### config.mk
export PLATFORM = sky130hd
export DESIGN_NAME = serial_subtractor
export DESIGN_NICKNAME = d
export VERILOG_FILES = /design/src/rtl/serial_pkg.sv /design/src/rtl/full_subtractor.sv /design/src/rtl/serial_subtractor.sv
export SDC_FILE = /design/constraint.sdc
export NUM_CORES = 1
export LEC_CHECK = 0
export BUFFER_PORTS_ARGS = -buffer_cell sky130_fd_sc_hd__buf_4
export CORE_ASPECT_RATIO = 0.6
export CORE_MARGIN = 4
export CORE_UTILIZATION = 45
export DETAILED_ROUTE_END_ITERATION = 12
export GPL_ROUTABILITY_DRIVEN = 0
export GPL_TIMING_DRIVEN = 0
export PLACE_DENSITY_LB_ADDON = 0.2
export SLEW_MARGIN = 0
export SYNTH_ARGS = -nofsm -noshare
export SYNTH_HDL_FRONTEND = slang
export SYNTH_SLANG_ARGS = --single-unit
### constraint.sdc
create_clock -name clk -period 3.76 [get_ports clk]
set_input_delay 0 -clock clk [delete_from_list [all_inputs] [get_ports clk]]
set_output_delay 0 -clock clk [all_outputs]
set_load 0.05 [all_outputs]
### src/rtl/serial_pkg.sv
// Shared definitions for the bit-serial arithmetic datapaths: control states,
// default operand width and the bit-counter sizing helper.
package serial_pkg;

   typedef enum logic [1:0] {
      IDLE  = 2'd0,
      LOAD  = 2'd1,
      SHIFT = 2'd2,
      DONE  = 2'd3
   } state_t;

   localparam int DEFAULT_WIDTH = 8;

   // The counter must be able to represent WIDTH itself.
   function automatic int cnt_width(input int w);
      return $clog2(w + 1);
   endfunction

   localparam int CNT_WIDTH = cnt_width(DEFAULT_WIDTH);

endpackage

### src/rtl/full_subtractor.sv
// One-bit full-subtractor cell: d = a - b - bin, bout set when that underflows.
module full_subtractor (
   input  logic a,
   input  logic b,
   input  logic bin,
   output logic d,
   output logic bout
);

   assign d    = a ^ b ^ bin;
   assign bout = (~a & b) | (~(a ^ b) & bin);

endmodule

### src/rtl/serial_subtractor.sv
// Bit-serial A - B, LSB first, one bit per enabled SHIFT cycle; the result is
// a (WIDTH+1)-bit two's-complement difference whose MSB is the final borrow.
module serial_subtractor
   import serial_pkg::*;
#(
   parameter int WIDTH = DEFAULT_WIDTH
) (
   input  logic             clk,
   input  logic             rst,
   input  logic [WIDTH-1:0] A,
   input  logic [WIDTH-1:0] B,
   input  logic             go,
   input  logic             enable,
   output logic [WIDTH:0]   diff,
   output logic             borrow,
   output logic             busy,
   output logic             done
);

   localparam int CW = cnt_width(WIDTH);

   state_t           state, state_next;
   logic [WIDTH-1:0] ra, rb, result, result_next;
   logic [CW-1:0]    cnt;
   logic             bw, d, bw_next, last_bit;

   full_subtractor u_cell (
      .a    (ra[0]),
      .b    (rb[0]),
      .bin  (bw),
      .d    (d),
      .bout (bw_next)
   );

   assign result_next = {d, result[WIDTH-1:1]};
   assign last_bit    = (state == SHIFT) && enable && (cnt == CW'(WIDTH - 1));

   always_ff @(posedge clk or posedge rst) begin
      if (rst) state <= IDLE;
      else     state <= state_next;
   end

   always_comb begin
      state_next = state;
      case (state)
         IDLE:    if (go) state_next = LOAD;
         LOAD:    state_next = SHIFT;
         SHIFT:   if (last_bit) state_next = DONE;
         DONE:    state_next = IDLE;
         default: state_next = IDLE;
      endcase
   end

   // The final bit's difference and borrow go straight into diff, so the
   // result is visible in the same cycle that done is asserted.
   always_ff @(posedge clk or posedge rst) begin
      if (rst) begin
         ra     <= '0;
         rb     <= '0;
         result <= '0;
         cnt    <= '0;
         bw     <= 1'b0;
         diff   <= '0;
      end else begin
         case (state)
            LOAD: begin
               ra     <= A;
               rb     <= B;
               result <= '0;
               cnt    <= '0;
               bw     <= 1'b0;
            end
            SHIFT: begin
               if (enable) begin
                  ra     <= ra >> 1;
                  rb     <= rb >> 1;
                  result <= result_next;
                  bw     <= bw_next;
                  cnt    <= cnt + 1'b1;
                  if (last_bit) diff <= {bw_next, result_next};
               end
            end
            default: ;
         endcase
      end
   end

   assign borrow = diff[WIDTH];
   assign busy   = (state == LOAD) || (state == SHIFT);
   assign done   = (state == DONE);

endmodule
==> results.py <==
metrics = {
    "status": {
        "run_status": "finished with violations",
        "violations": "hold timing",
    },
    "hold_path": {
        "hp-start": "B[2]",
        "hold_path.class": "primary input to flip-flop",
    },
    "floorplan": {
        "die_area_mm2": 0.00496,
        "rows": 17,
        "die_width_um": 88.3,
        "fp.coreArea_mm2": 0.00370,
        "die_h_um": 56.2,
        "pin_count": 32,
        "start_util": 0.470,
    },
    "drt": {
        "drt_iter0_markers": 67,
        "routed_wl_um": 3460,
        "drt_pre_antenna_iters": 4,
        "wl_per_cell_um": 14.3,
        "num_vias": 1232,
        "via_per_inst": 5.09,
        "drc_errors": 0,
        "ant_nets": 0,
    },
    "placement": {
        "place_hpwl_um": 2480,
        "placed_area_mm2": 0.00203,
        "portBuffers": 31,
    },
    "clock_tree": {
        "htreeDepth": 2,
        "clk_pin_slew_worst_paths_ns": 0.07,
        "cts_buffers": 5,
        "cts_root_buf": "clkbuf_8",
        "clk-insertion-delay-late_ns": 0.29,
        "clock-sinks": 39,
        "cts_tree": "built",
        "cts_setup_buffers": 0,
        "cts_buffer_depth": 2,
    },
    "global_routing": {
        "grt_max_degree": 40,
        "overflow": 0,
        "antenna_found_initial": 0,
        "grt_pass1_wl_um": 6020,
        "grt_usage": 0.158,
        "grt_pass1_vias": 1288,
    },
    "critical_path": {
        "cp.arrival_ns": 2.16,
        "startpoint": "state[0]",
        "cp-start-kind": "flip-flop",
        "crit_fanout": 9,
        "worstSetupPathType": "flip-flop to flip-flop",
        "reg2reg_from": "state[0]",
        "worstSetupEndpointType": "flip-flop",
        "required_ns": 3.94,
        "ff2ff_setup_slack_ns": 1.78,
    },
    "yosys": {
        "yosysUniqueCellTypes": 22,
        "yosys_warnings": 0,
        "syn_area_per_cell_um2": 11.9,
        "ys_ff_latch": 39,
        "synthCells": 146,
        "synthTopCellsByCount": "39 x dfrtp_1, 17 x nand2_1, 17 x o21ai_0, 16 x mux2i_1, 10 x a22o_1",
        "async_flop_share": 1.00,
        "syn_nets": 173,
        "synth_area_leader_cell": "dfrtp_1",
        "netlist.area_leader.share": 0.561,
        "yosysSeqAreaShare": 0.561,
        "post-synth-top-count-cell": "dfrtp_1",
        "netlist_area_mm2": 0.00174,
        "synth_edf_count": 0,
        "ys.flop_type": "dfrtp_1",
        "synth_area_leaders": "dfrtp_1 56%, mux2i_1 9.2%, mux2_2 5.8%, a22o_1 5.0%, o21ai_0 4.9%",
    },
    "timing": {
        "hold-worst-slack_ns": -0.00226,
        "worstMarginPinSlew_ns": 0.802,
        "finalMaxSlewViolations": 0,
        "timing.fmax_ghz": 0.504,
        "min_period_ns": 1.98,
        "setup_tns_ns": 0,
        "fin_crit_sh": 0.527,
        "grt_setup_unrepaired": "false",
        "hold_violations": 1,
        "clock_skew_ns": 0.00452,
        "setup_viol": 0,
        "max-slew-margin-rel": 0.464,
    },
    "final_layout": {
        "fill_cells": 314,
        "num_antenna_cells": 0,
        "syn_to_final_growth_pct": 27.3,
        "drive_gt1_frac": 0.267,
        "design_area_mm2": 0.00221,
        "nets": 221,
    },
    "job": {
        "cap_violations": 0,
    },
    "pwr": {
        "powerDensity_mw_per_mm2": 709,
        "peakVddDrop_mv": 0.613,
        "p_leak_nw": 1.08,
    },
}
==> metrics by stage <==
step	utilization	hold WS, ns	power [mW]	worst slack (ns)	std cells
floorplan	-	0.140	1.12	2.05	146
global placement	0.549	0.228	1.27	1.78	224
detailed placement	0.549	0.213	1.31	1.75	224
CTS	0.598	0.00156	1.59	1.74	242
global route	0.598	0.0158	1.70	1.61	242
finish	0.598	-0.00226	1.57	1.78	242
==> worst max-delay path, stage by stage, from the launching register on <==
cell     delay (ns)
dfrtp_1        0.42
inv_1          0.12
ha_1           0.25
nand2_1        0.15
nor4_4         0.52
mux2_2         0.41
==> cells by family (layout without fill, tap and decap cells) <==
group	after synthesis	after routing	share of synthesized area
mux	25	25	0.150
simple gates	25	25	0.0748
fa+ha+maj	7	7	0.0547
compound gates	33	33	0.119
buf+inv	17	66	0.0396
flops	39	39	0.561
==> state kept, by name (all words and copies together) (netlist names) <==
register,cells
diff,9
ra,8
result,7
rb,8
state,2
cnt,4
bw,1
==> area by class of cell <==
class,count,area [um2],share of cell area
sequential,39,976,0.441
multi-input combinational,90,694,0.314
timing repair buffer,41,333,0.150
clock buffer,5,68.8,0.0311
tap,47,58.8,0.0266
buffer,8,35.0,0.0158
inverter,9,33.8,0.0153
clock inverter,3,15.0,0.00678
==> layout by cell type, fill, tap and decap left out, types with 6 or more instances in the layout <==
| cell | n |
|---|---|
| dfrtp_1 | 39 |
| buf_4 | 32 |
| nand2_1 | 17 |
| o21ai_0 | 17 |
| mux2i_1 | 16 |
| a22o_1 | 10 |
| dlygate4sd3_1 | 10 |
| mux2_2 | 9 |
| inv_1 | 8 |
| ha_1 | 6 |
==> repair_timing <==
item / 4_1_cts / 5_1_grt
resized for setup: 0 / 0
hold endpoints to repair: 48 / 0
hold buffers: 10 / 0
==> power by group <==
part	internal (mW)	switching, mW	total (mW)
clock	0.127	0.144	0.270
sequential	0.550	0.0830	0.633
combinational	0.265	0.402	0.667
total	0.942	0.628	1.57
==> per-layer routing <==
metal,track usage,share of wire,vias to the layer above
met5,0,0,-
met4,0.0603,0.018,0
met3,0.0488,0.053,6
met2,0.225,0.43,28
met1,0.225,0.50,595
li1,-,-,603
==> worst paths after layout <==
kind,endpoint,cells past startpoint
max in group asynchronous,rb[5],3
min in group asynchronous,ra[1],3
min,rb[2],3
max,diff[1],5
min reg2reg,rb[2],2
max reg2reg,diff[1],5
Power figures use the tool's default switching activity.
